--- src/rtl/mf8_ram_arb_pkg.sv ---
// Shared types and constants for the mf8 data-RAM arbiter.
// Optional host-fairness build: MF8_RAM_ARB_FAIR_EN.
package mf8_ram_arb_pkg;

    typedef logic [1:0] state_t;
    localparam state_t ST_IDLE    = 2'd0;
    localparam state_t ST_RD_WAIT = 2'd1;
    localparam state_t ST_RESP    = 2'd2;

    typedef enum logic [1:0] {
        OWN_NONE = 2'd0,
        OWN_CORE = 2'd1,
        OWN_HOST = 2'd2
    } owner_t;

    localparam int MEM_LAT_MAX = 3;
    localparam int LAT_W       = $clog2(MEM_LAT_MAX + 1);

    function automatic int starve_w(input int max_grants);
        return (max_grants < 2) ? 1 : $clog2(max_grants + 1);
    endfunction

endpackage

--- src/rtl/mf8_arb_prio.sv ---
// Winner select between core and host; core wins unless the host has been starved.
// Starve counter exists only when MF8_RAM_ARB_FAIR_EN is defined.
module mf8_arb_prio
    import mf8_ram_arb_pkg::*;
#(
    parameter int STARVE_MAX = 4
) (
`ifdef MF8_RAM_ARB_FAIR_EN
    input  logic Clk,
    input  logic Reset_n,
`endif
    input  logic arb_en,
    input  logic c_pend,
    input  logic h_pend,
    output logic grant_core,
    output logic grant_host
);

`ifdef MF8_RAM_ARB_FAIR_EN
    localparam int SW = starve_w(STARVE_MAX);

    logic [SW-1:0] starve_cnt;
    logic          starved;

    assign starved    = (starve_cnt == SW'(STARVE_MAX));
    assign grant_host = arb_en & h_pend & (~c_pend | starved);
    assign grant_core = arb_en & c_pend & ~(h_pend & starved);

    // Counts core grants the host sat through; any host grant or idle host clears it.
    always_ff @(posedge Clk or negedge Reset_n) begin
        if (!Reset_n) begin
            starve_cnt <= '0;
        end else if (arb_en) begin
            if (!h_pend || grant_host) begin
                starve_cnt <= '0;
            end else if (grant_core && !starved) begin
                starve_cnt <= starve_cnt + SW'(1);
            end
        end
    end
`else
    logic unused_cfg;
    assign unused_cfg = (STARVE_MAX > 0);

    assign grant_core = arb_en & c_pend;
    assign grant_host = arb_en & h_pend & ~c_pend;
`endif

endmodule

--- src/rtl/mf8_ram_arb.sv ---
// Shares one single-port sync RAM between the mf8 core data port and a host port.
// One access in flight; optional host anti-starvation via MF8_RAM_ARB_FAIR_EN.
module mf8_ram_arb
    import mf8_ram_arb_pkg::*;
#(
    parameter int ADDR_W     = 10,
    parameter int MEM_LAT    = 1,
    parameter int STARVE_MAX = 4
) (
    input  logic              Clk,
    input  logic              Reset_n,
    input  logic [15:0]       c_addr,
    input  logic              c_rd,
    input  logic              c_wr,
    input  logic [7:0]        c_wdata,
    output logic [7:0]        c_rdata,
    output logic              c_ready,
    input  logic              h_req,
    input  logic              h_we,
    input  logic [15:0]       h_addr,
    input  logic [7:0]        h_wdata,
    output logic              h_ack,
    output logic [7:0]        h_rdata,
    output logic              m_en,
    output logic              m_we,
    output logic [ADDR_W-1:0] m_addr,
    output logic [7:0]        m_wdata,
    input  logic [7:0]        m_rdata
);

    localparam logic [LAT_W-1:0] LAT_LOAD = LAT_W'(MEM_LAT - 1);

    state_t           state;
    owner_t           owner;
    logic             rd_op;
    logic [LAT_W-1:0] lat_cnt;

    logic arb_en;
    logic grant_core;
    logic grant_host;
    logic issue;
    logic issue_we;

    // Reset gates the issue path so every output is quiet while Reset_n is low.
    assign arb_en = (state == ST_IDLE) & Reset_n;

    mf8_arb_prio #(
        .STARVE_MAX (STARVE_MAX)
    ) u_prio (
`ifdef MF8_RAM_ARB_FAIR_EN
        .Clk        (Clk),
        .Reset_n    (Reset_n),
`endif
        .arb_en     (arb_en),
        .c_pend     (c_rd | c_wr),
        .h_pend     (h_req),
        .grant_core (grant_core),
        .grant_host (grant_host)
    );

    assign issue    = grant_core | grant_host;
    assign issue_we = grant_core ? c_wr : h_we;

    always_comb begin
        m_en    = issue;
        m_we    = issue & issue_we;
        m_addr  = '0;
        m_wdata = '0;
        if (grant_core) begin
            m_addr  = c_addr[ADDR_W-1:0];
            m_wdata = c_wdata;
        end else if (grant_host) begin
            m_addr  = h_addr[ADDR_W-1:0];
            m_wdata = h_wdata;
        end
    end

    logic unused_hi_addr;
    assign unused_hi_addr = ^{c_addr[15:ADDR_W], h_addr[15:ADDR_W]};

    always_ff @(posedge Clk or negedge Reset_n) begin
        if (!Reset_n) begin
            state   <= ST_IDLE;
            owner   <= OWN_NONE;
            rd_op   <= 1'b0;
            lat_cnt <= '0;
        end else begin
            case (state)
                ST_IDLE: begin
                    if (issue) begin
                        owner <= grant_core ? OWN_CORE : OWN_HOST;
                        rd_op <= ~issue_we;
                        if (issue_we) begin
                            state <= ST_RESP;
                        end else begin
                            lat_cnt <= LAT_LOAD;
                            state   <= (MEM_LAT > 1) ? ST_RD_WAIT : ST_RESP;
                        end
                    end
                end
                ST_RD_WAIT: begin
                    if (lat_cnt == LAT_W'(1)) begin
                        state <= ST_RESP;
                    end else begin
                        lat_cnt <= lat_cnt - LAT_W'(1);
                    end
                end
                ST_RESP: begin
                    state <= ST_IDLE;
                    owner <= OWN_NONE;
                end
                default: state <= ST_IDLE;
            endcase
        end
    end

    assign c_ready = (state == ST_RESP) && (owner == OWN_CORE);
    assign h_ack   = (state == ST_RESP) && (owner == OWN_HOST);
    assign c_rdata = (c_ready && rd_op) ? m_rdata : 8'h00;
    assign h_rdata = (h_ack && rd_op) ? m_rdata : 8'h00;

endmodule

--- config.mk ---
export PLATFORM = sky130hd
export DESIGN_NAME = mf8_ram_arb
export DESIGN_NICKNAME = d
export VERILOG_FILES = /design/src/rtl/mf8_ram_arb_pkg.sv /design/src/rtl/mf8_arb_prio.sv /design/src/rtl/mf8_ram_arb.sv
export SDC_FILE = /design/constraint.sdc
export NUM_CORES = 1
export LEC_CHECK = 0
export ABC_AREA = 1
export BUFFER_PORTS_ARGS = -buffer_cell sky130_fd_sc_hd__buf_2
export CORE_MARGIN = 5
export CORE_UTILIZATION = 27
export CTS_CLUSTER_SIZE = 30
export DETAILED_ROUTE_END_ITERATION = 7
export HOLD_SLACK_MARGIN = 0.06
export PLACE_DENSITY = 0.91
export SYNTH_ARGS = -nofsm -noshare
export SYNTH_HDL_FRONTEND = slang
export SYNTH_HIERARCHICAL = 1
export SYNTH_SLANG_ARGS = --single-unit
--- constraint.sdc ---
create_clock -name Clk -period 1.7 [get_ports Clk]
set_input_delay 0.34 -clock Clk [delete_from_list [all_inputs] [get_ports Clk]]
set_output_delay 0.34 -clock Clk [all_outputs]
set_load 0.01 [all_outputs]
# [Word-level counts from Yosys, hierarchy flattened]
# Cells that the tools add are included.
[op_classes] mux=17 n_reduce_logical=11 n_addsub=1 n_bitwise=9 n_eq_ne=9
[op_table] operator="two-way mux 8 bit" count=4
[op_table] operator="two-way mux 10 bit" count=2
[op_table] operator="two-way mux 2 bit" count=7
[op_table] operator="case mux 2 bit (2 select lines)" count=3
[op_table] operator="inequality test 2 bit (second input constant)" count=4
[op_table] operator="== test 2 x 1 -> 1 bit (second input constant)" count=3
[op_table] operator="AND reduction 2 bit" count=3
[op_table] operator="AND 1 bit" count=5
[op_table] operator="== test 2 bit (second input constant)" count=2
[op_table] operator="logical AND 1 bit" count=4
[op_table] operator="AND reduction 4 bit" count=1
[op_table] operator="nonzero test 2 bit" count=2
[op_table] operator="logical NOT 2 bit" count=1
[op_table] operator="NOT 1 bit" count=2
[op_table] operator="bitwise OR 1 bit" count=2
[op_table] operator="subtractor 2 x 1 -> 2 bit (second input constant)" count=1
[op_table] operator="two-way mux 1 bit" count=1
[word_totals] out_inout_bits=38 inputBits=62 reg_bits=7

# [Depth between registers and ports, before layout]
# Gate-level depths: netlist of run 1.
[logic_depth] ltp_word=7 mapped_depth=10

# [By module]
# Netlist of run 1, hierarchy kept.
[by_module_without_submodules] mod="mf8_ram_arb" n_inst=1 cells_per_inst=116 area_per_inst_um2=574.3
[by_module_without_submodules] mod="mf8_arb_prio" n_inst=1 cells_per_inst=4 area_per_inst_um2=17.5

# [Least setup slack after synthesis of run 1]
# Ideal clock, no wire load.
[synth_path] path_type="input -> output" from="input c_wr" to="output m_addr[0]" arrival_ns=1.277 path_slack_ns=0.083 path_stages=8 t_required_ns=1.360 cell_sequence="or2_2 -> nand2_1 -> inv_1 -> buf_6 -> nor2_8 -> buf_6 -> nand2_1 -> nand2_1"
[synth_via] elab_cells_between_ends=6 classes_between="mux: 2; bitwise: 4"
[synth_lines] element="start: declaration" line="mf8_ram_arb.sv:14" text="input logic c_wr,"
[synth_lines] element="bitwise OR 1 bit" line="mf8_ram_arb.sv:55" text=".c_pend (c_rd | c_wr),"
[synth_lines] element="AND 1 bit" line="mf8_arb_prio.sv:45" text="assign grant_core = arb_en & c_pend;"
[synth_lines] element="named net grant_core" line="mf8_ram_arb.sv:39" text="logic grant_core;"
[synth_lines] element="two-way mux 10 bit" line="mf8_ram_arb.sv:69" text="if (grant_core) begin"
[synth_lines] element="end: declaration" line="mf8_ram_arb.sv:26" text="output logic [ADDR_W-1:0] m_addr,"
# The timed path passes the listed nets, and every way through them passes these cells.

# [Worst setup path in the final report of run 1]
[layout_path] from="register state[1]" to="output m_wdata[3]"
[layout_via] elab_chain_len=6 elab_cells_between_ends=7 classes_between="mux: 2; bitwise: 4; reduce/logical: 1"
[layout_rtl] element="start: declaration" line="mf8_ram_arb.sv:33" text="state_t state;"
[layout_rtl] element="start signal: assignment" line="mf8_ram_arb.sv:97" text="state <= (MEM_LAT > 1) ? ST_RD_WAIT : ST_RESP;"
[layout_rtl] element="logical NOT 2 bit" line="mf8_ram_arb.sv:45" text="assign arb_en = (state == ST_IDLE) & Reset_n;"
[layout_rtl] element="AND 1 bit" line="mf8_ram_arb.sv:45"
[layout_rtl] element="named net arb_en" line="mf8_ram_arb.sv:38" text="logic arb_en;"
[layout_rtl] element="AND 1 bit (2 in a row)" line="mf8_arb_prio.sv:46" text="assign grant_host = arb_en & h_pend & ~c_pend;"
[layout_rtl] element="named net grant_host" line="mf8_ram_arb.sv:40" text="logic grant_host;"
[layout_rtl] element="two-way mux 8 bit" line="mf8_ram_arb.sv:72" text="end else if (grant_host) begin"
[layout_rtl] element="two-way mux 8 bit" line="mf8_ram_arb.sv:69"
[layout_rtl] element="end: declaration" line="mf8_ram_arb.sv:27" text="output logic [7:0] m_wdata,"
# The timed path passes the listed nets, and every way through them passes these cells.

==> impl_summary.log, run 1 <==
INFO  metric ys.warnings.count = 6
INFO  metric rsz0062_at_grt = true
INFO  metric crit_required = 1.36 ns
INFO  metric power.combinational.fraction = between 50% and 60%
INFO  metric post_drt_wl_per_cell = 9.65 µm
INFO  metric utilization = 57.4%
INFO  metric post_drt_via_cell_ratio = 4.21
INFO  metric placedCellCount = 240
INFO  metric critical_path.top_delay_family = simple AND/OR/NAND/NOR gates
INFO  metric switching_share = 38.1%
INFO  metric number_of_buffers_inserted_during_clock_tree_synthesis = 3
INFO  metric most-common-layout-cells = sky130_fd_sc_hd__buf_2, sky130_fd_sc_hd__nand2_1, sky130_fd_sc_hd__nor2_1
INFO  metric worstPathCellList = nor2_4, nand2_2, nor2_4, inv_4, nor2_4, nand2_1, nand2_1, buf_2
INFO  metric violations = negative setup slack
INFO  metric grt_max_degree = 19
INFO  metric placeableCoreArea = between 2000 and 2500 µm²
INFO  metric critical_path.endpoint_type = output port
INFO  metric start_util = between 20% and 30%
INFO  metric timing.critical_path.fanout_max = 5
INFO  metric power.density_cell_area = 434 nW/µm²
INFO  metric setup.worst_path.start_class = flip-flop
INFO  metric synth-seq-area-share = 16.9%
INFO  metric clock_sinks = 4
INFO  metric route.detailed.drc = 0
INFO  metric cts_max_level = 1
INFO  metric sum_of_buffers_and_inverters_on_the_critical_path = 2
INFO  metric synthDominantAreaCellType = sky130_fd_sc_hd__nand2_1
INFO  metric ys_top_cells_by_area = sky130_fd_sc_hd__nand2_1, sky130_fd_sc_hd__dfrtp_1, sky130_fd_sc_hd__nor2_1
INFO  metric n_antenna_cell = 0
INFO  metric area.sequential = 100 µm²
INFO  metric dpl.hpwl = 1850 µm
INFO  metric tritoncts = done
INFO  metric synth_area = 592 µm²
INFO  metric critical_path.slowest_cell = sky130_fd_sc_hd__dfrtp_1
INFO  metric power.sequential.fraction = 24.1%
INFO  metric fin_hold_ws = ~0.52 ns
INFO  metric area.growth.synth_to_final = 108%
INFO  metric compound_gate_fraction_of_synth_area = 2.54%
INFO  metric outcome = complete, but fails checks
INFO  metric final_common_cell = sky130_fd_sc_hd__buf_2
INFO  metric final.setup.tns = -1.20 ns
INFO  metric slew_headroom = 89.5%
INFO  metric final_layout_size_suffix_gt1_share = 51.6%
INFO  metric die_w = 56.8 µm
INFO  metric ir_worst_vdd = 0.264 mV
INFO  metric syn-mean-instance-area = 4.93 µm²
INFO  metric synth_top_family_by_area = simple AND/OR/NAND/NOR gates
INFO  metric number_of_global_route_vias_before_repair = a little under 1k
INFO  metric layout_min_cycle_time = 1.78 ns
INFO  metric hold_viol_final = 0
INFO  metric placementRows = 17
INFO  metric critical_path_arrival = around 1.4 ns
INFO  metric routed_wl = 2420 µm
INFO  metric post_synthesis_cells = 120
INFO  metric globalRouteOverflowTotal = 0
INFO  metric clock_power_share = about 22%
INFO  metric drtPass1Iterations = 4
INFO  metric cp.depth = 8
INFO  metric via_count = 1056
INFO  metric synthesis.nets = 182
INFO  metric multiInputGateArea = 447 µm²
INFO  metric critical_path.most_common_cell = sky130_fd_sc_hd__nor2_4
INFO  metric worst_hold_path.num_cells = 2
INFO  metric clk_latency = 0.23 ns
INFO  metric nets = 287
INFO  metric layout_worst_path_cycle_share = 104%
INFO  metric yosys.area_share.adder = 0%
INFO  metric placement.setup.worst_slack = -0.122 ns
INFO  metric skew = 0.0000805 ns
INFO  metric fill_cells = 223
INFO  metric wire_length_of_the_first_global_routing_pass = about 3600 µm
INFO  metric initialDrtViolationCount = 22
INFO  metric ioPinCount = 100
INFO  metric hp-class = flip-flop to flip-flop
INFO  metric post-route-worst-setup-slack = -0.0761 ns
INFO  metric finalNonFillerCells = about 250
INFO  metric yosys_register_bits = 4
INFO  metric synth.top_cell.area_share = 40.0%
INFO  metric place.gp.congestion = around 0.76
INFO  metric p_leak = 0.869 nW
INFO  metric synth-simple-area-share = 62.6%
INFO  metric r2r_cells = 9
INFO  metric cap_violations = 0
INFO  metric p_int = 0.000332 W
INFO  metric numPortBuffers = 87
INFO  metric antenna_violating_nets_post_route = 0
INFO  metric yosys.area_share.xor_xnor = 0%
INFO  metric achievable-frequency = 563 MHz
INFO  metric gr-usage-all-layers = a little over an eighth
INFO  metric die_height = 56.8 µm
INFO  metric setup-violations-final = 20
INFO  metric ctsRootBufferMaster = sky130_fd_sc_hd__clkbuf_4
INFO  metric critical_path.max_stage_delay = 0.40 ns
INFO  metric synth_cell_types = 15
INFO  metric path_class = flip-flop to output port
INFO  metric clock_slew_at_reported_path_ffs = roughly 0.04 ns
INFO  metric cts-root-to-sink-buffers = 2
INFO  metric max_slew.worst_pin.slew = about 0.16 ns
INFO  metric drv_slew = 0
INFO  metric die_ar = between 3000 and 4000 µm²
INFO  metric p_switching = 0.000204 W
INFO  metric synth.mux.area_fraction = 0%
INFO  metric initial_antenna_violation_count = 0
-- cell type report --
class | instances | share of cell area (%)
clock buffers | 3 | 1.83
well taps | 28 | 2.84
inverters | 18 | 6.09
multi-input cells | 97 | 36.2
repair buffers | 101 | 44.9
flip-flops and latches | 4 | 8.11
-- metal layers --
metal / vias up / track usage, % / routed length (µm) / share of wire (%)
li1: 560 / - / - / -
met1: 437 / 15.0 / 868 / 36
met2: 57 / 24.8 / 1260 / 52
met3: 2 / 2.99 / 275 / 11
met4: 0 / 5.30 / 14 / 0.58
met5: - / 0 / 0 / 0
-- cell families (layout without fill, tap and decap cells) --
kind of cell           count (synthesis)  count (layout)
flip-flops                             4               4
AND/OR/NAND/NOR                       91              94
buffers and inverters                 22             122
AO/OA/AOI/OAI                          3               3
-- metrics by stage --
step	instance area [µm²]	total power (W)
global placement	1090	0.000378
detailed placement	1090	0.000385
floorplan	592	0.000256
CTS	1190	0.000530
finish	1230	0.000536
global route	1230	0.000580
-- power groups by stage --
stage / Sequential (W) / Combinational, W / Clock (W)
4_1_cts: 0.000127 / 0.000281 / 0.000122
2_1_floorplan: 0.000126 / 0.000130 / 0
3_3_place_gp: 0.000127 / 0.000252 / 0
5_1_grt: 0.000132 / 0.000327 / 0.000121
6_report: 0.000129 / 0.000291 / 0.000116
3_5_place_dp: 0.000128 / 0.000257 / 0
-- flip-flops by register name (all words and copies together), names as in the netlist --
register,count
state,1
rd_op,1
owner,2
-- worst reg2reg max path: stages, from the launching register on --
cell and delay (ns):
sky130_fd_sc_hd__dfrtp_1 0.40, sky130_fd_sc_hd__nor2_4 0.13, sky130_fd_sc_hd__nand2_2 0.09, sky130_fd_sc_hd__clkinv_4 0.13
sky130_fd_sc_hd__buf_6 0.13, sky130_fd_sc_hd__nor2_4 0.04, sky130_fd_sc_hd__buf_4 0.12, sky130_fd_sc_hd__nor2_1 0.10
sky130_fd_sc_hd__nand2_1 0.06, sky130_fd_sc_hd__nand2_1 0.06
-- synthesized netlist by cell type --
library cell              number
sky130_fd_sc_hd__inv_2         1
sky130_fd_sc_hd__nor2_1       21
sky130_fd_sc_hd__o21ai_1       1
sky130_fd_sc_hd__nor3_1        2
sky130_fd_sc_hd__nand4_1       2
sky130_fd_sc_hd__nor2_2        1
sky130_fd_sc_hd__dfrtp_1       4
sky130_fd_sc_hd__nand2_1      63
sky130_fd_sc_hd__o21ai_0       1
sky130_fd_sc_hd__buf_2         1
sky130_fd_sc_hd__a21oi_1       1
sky130_fd_sc_hd__nor2_8        1
sky130_fd_sc_hd__or2_2         1
sky130_fd_sc_hd__inv_1        17
sky130_fd_sc_hd__buf_6         3
-- final timing paths --
kind                                      start              endpoint  slack (ns)
min reg2reg                   rd_op$_DFFE_PN0P_     rd_op$_DFFE_PN0P_        0.52
min in group asynchronous               Reset_n  state[1]$_DFFE_PN0P_        0.53
max                        state[1]$_DFFE_PN0P_            m_wdata[3]       -0.08
max reg2reg                state[1]$_DFFE_PN0P_     rd_op$_DFFE_PN0P_        0.38
max in group asynchronous               Reset_n     rd_op$_DFFE_PN0P_        1.08
min                           rd_op$_DFFE_PN0P_     rd_op$_DFFE_PN0P_        0.52
-- timing repair --
item | CTS | global route
hold buffers | 1 | 0
buffers inserted | 1 | 3
cloned | 3 | 0
pin swaps | 4 | 3
setup endpoints to repair | 20 | 33
endpoints found under the hold margin | 4 | 0
gates resized for setup | 10 | 6
Power figures use the tool's default switching activity.
==> run 2: changes to the inputs <==
Settings changed: MAX_ROUTING_LAYER set to met4.
==> impl_summary.log, run 2 (same netlist as run 1, synthesis figures left out) <==
INFO  metric die_ar = 3230 µm²
INFO  metric numPortBuffers = 87
INFO  metric hp-class = flip-flop to flip-flop
INFO  metric critical_path.most_common_cell = sky130_fd_sc_hd__nor2_4
INFO  metric layout_min_cycle_time = approximately 1.8 ns
INFO  metric post_drt_via_cell_ratio = 4.21
INFO  metric tritoncts = done
INFO  metric reg2reg_slack = between 0.3 and 0.4 ns
INFO  metric rsz0062_at_grt = true
INFO  metric initial_antenna_violation_count = 0
INFO  metric grt.met3_usage = 2.99%
INFO  metric finalNonFillerCells = 251
INFO  metric worstReg2RegStart = state[1]$_DFFE_PN0P_
INFO  metric gr-usage-all-layers = 13.9%
INFO  metric number_of_buffers_inserted_during_clock_tree_synthesis = 3
INFO  metric setup-violations-final = 20
INFO  metric area.growth.synth_to_final = 108%
INFO  metric clk_latency = 0.23 ns
INFO  metric ctsRootBufferMaster = sky130_fd_sc_hd__clkbuf_4
INFO  metric place.gp.congestion = 0.774
INFO  metric placementRows = 17
INFO  metric regMostFlops = owner
INFO  metric worstHoldStart = rd_op$_DFFE_PN0P_
INFO  metric final_layout_size_suffix_gt1_share = about half
INFO  metric grt_use_met1 = 15.0%
INFO  metric clock_sinks = 4
INFO  metric slew_headroom = 89.5%
INFO  metric grt_use_met2 = about a quarter
INFO  metric final_common_cell = sky130_fd_sc_hd__buf_2
INFO  metric layout_worst_path_cycle_share = 105%
INFO  metric achievable-frequency = 562 MHz
INFO  metric most-common-layout-cells = sky130_fd_sc_hd__buf_2, sky130_fd_sc_hd__nand2_1, sky130_fd_sc_hd__nor2_1
INFO  metric worstPathCellList = nor2_4, nand2_2, nor2_4, inv_4, nor2_4, nand2_1, nand2_1, buf_2
INFO  metric n_antenna_cell = 0
INFO  metric die_w = 56.8 µm
INFO  metric wire_length_of_the_first_global_routing_pass = 3640 µm
INFO  metric top_regs = owner: 2 flops, rd_op: 1 flops, state: 1 flops
INFO  metric drv_slew = 0
INFO  metric report.power.total = about 0.00054 W
INFO  metric cap_violations = 0
INFO  metric ir_worst_vdd = 0.264 mV
INFO  metric critical_path_arrival = about 1.4 ns
INFO  metric setup.worst_path.start_class = flip-flop
INFO  metric initialDrtViolationCount = 22
INFO  metric post-route-worst-setup-slack = -0.0782 ns
INFO  metric critical_path.reg2reg.endpoint = rd_op$_DFFE_PN0P_
INFO  metric globalRouteOverflowTotal = 0
INFO  metric antenna_violating_nets_post_route = 0
INFO  metric die_height = 56.8 µm
INFO  metric min_delay_worst_endpoint = rd_op$_DFFE_PN0P_
INFO  metric clock_slew_at_reported_path_ffs = roughly 0.040 ns
INFO  metric nets = 287
INFO  metric power.density_cell_area = roughly 430 nW/µm²
INFO  metric timing.critical_path.fanout_max = 5
INFO  metric utilization = 57.4%
INFO  metric routed_wl = approximately 2400 µm
INFO  metric largest_reg_flops = 2
INFO  metric via_count = 1056
INFO  metric grt_max_degree = 19
INFO  metric skew = roughly 0.000081 ns
INFO  metric critical_path.slowest_cell = sky130_fd_sc_hd__dfrtp_1
INFO  metric crit_required = 1.36 ns
INFO  metric start_util = 27.5%
INFO  metric number_of_global_route_vias_before_repair = about 1000
INFO  metric placedCellCount = 240
INFO  metric sum_of_buffers_and_inverters_on_the_critical_path = 2
INFO  metric worst_hold_path.num_cells = 2
INFO  metric violations = negative setup slack
INFO  metric critical_path.endpoint_type = output port
INFO  metric cts_max_level = 1
INFO  metric outcome = complete, but fails checks
INFO  metric path_class = flip-flop to output port
INFO  metric route.detailed.drc = 0
INFO  metric ioPinCount = 100
INFO  metric most_used_routing_layer = met2
INFO  metric critical_path.max_stage_delay = 0.40 ns
INFO  metric max_slew.worst_pin.slew = 0.156 ns
INFO  metric placeableCoreArea = 2150 µm²
INFO  metric p_leak = 0.869 nW
INFO  metric critical_path.top_delay_family = simple AND/OR/NAND/NOR gates
INFO  metric cts-root-to-sink-buffers = 2
INFO  metric final.setup.tns = -1.24 ns
INFO  metric hold_viol_final = 0
INFO  metric r2r_cells = 9
INFO  metric dpl.hpwl = roughly 1800 µm
INFO  metric placement.setup.worst_slack = -0.122 ns
INFO  metric drtPass1Iterations = 4
INFO  metric post_drt_wl_per_cell = between 9 and 10 µm
-- run 2: cell counts in the layout (fill, tap and decap cells not counted) --
Identical to the previous run, type by type.
-- run 2: worst max path at each step --
stage | cells after the start | to | slack [ns] | startpoint
after floorplan | 8 | m_addr[0] | 0.08 | c_wr
after global placement | 8 | m_wdata[6] | -0.11 | c_wr
after detailed placement | 8 | m_wdata[6] | -0.12 | c_wr
after CTS | 8 | m_wdata[3] | -0.09 | state[1]$_DFFE_PN0P_
after global routing | 8 | m_wdata[4] | -0.18 | state[1]$_DFFE_PN0P_
final | 8 | m_wdata[3] | -0.08 | state[1]$_DFFE_PN0P_
-- run 2: area by class of cell --
type	instances	area (µm²)
fill	223	915
clock buffer	3	22.5
multi-input combinational	97	447
timing repair buffer	101	554
inverter	18	75.1
sequential	4	100
tap	28	35.0
-- run 2: through the flow --
step / hold slack [ns] / area (µm²)
2_1_floorplan: 0.0444 / 592
4_1_cts: 0.526 / 1190
3_5_place_dp: 0.239 / 1090
3_3_place_gp: 0.233 / 1090
5_1_grt: 0.560 / 1230
6_report: 0.522 / 1230
-- run 2: what timing repair did --
item,in CTS,in global routing
setup buffers,1,3
cloned,3,0
pin swaps,4,3
endpoints found under the hold margin,4,0
setup endpoints to repair,20,33
gates resized for setup,10,6
hold buffers,1,0
-- run 2: power by group --
part           switching, W  total (W)  internal (W)
clock             0.0000369   0.000116     0.0000788
sequential        0.0000163   0.000129      0.000113
combinational      0.000151   0.000291      0.000140
total              0.000204   0.000536      0.000332
-- run 2: per-layer routing --
layer	share of wire [%]	vias up
met3	11	2
met4	0.58	0
met1	36	437
met2	52	57
met5	0	-
li1	-	560
-- run 2: worst register-to-register path, delay by kind of cell, from the launching register on --
family / cells / cell delay [ns]
buffers and inverters: 3 / 0.38
and+or+nand+nor: 6 / 0.48
DFF: 1 / 0.40
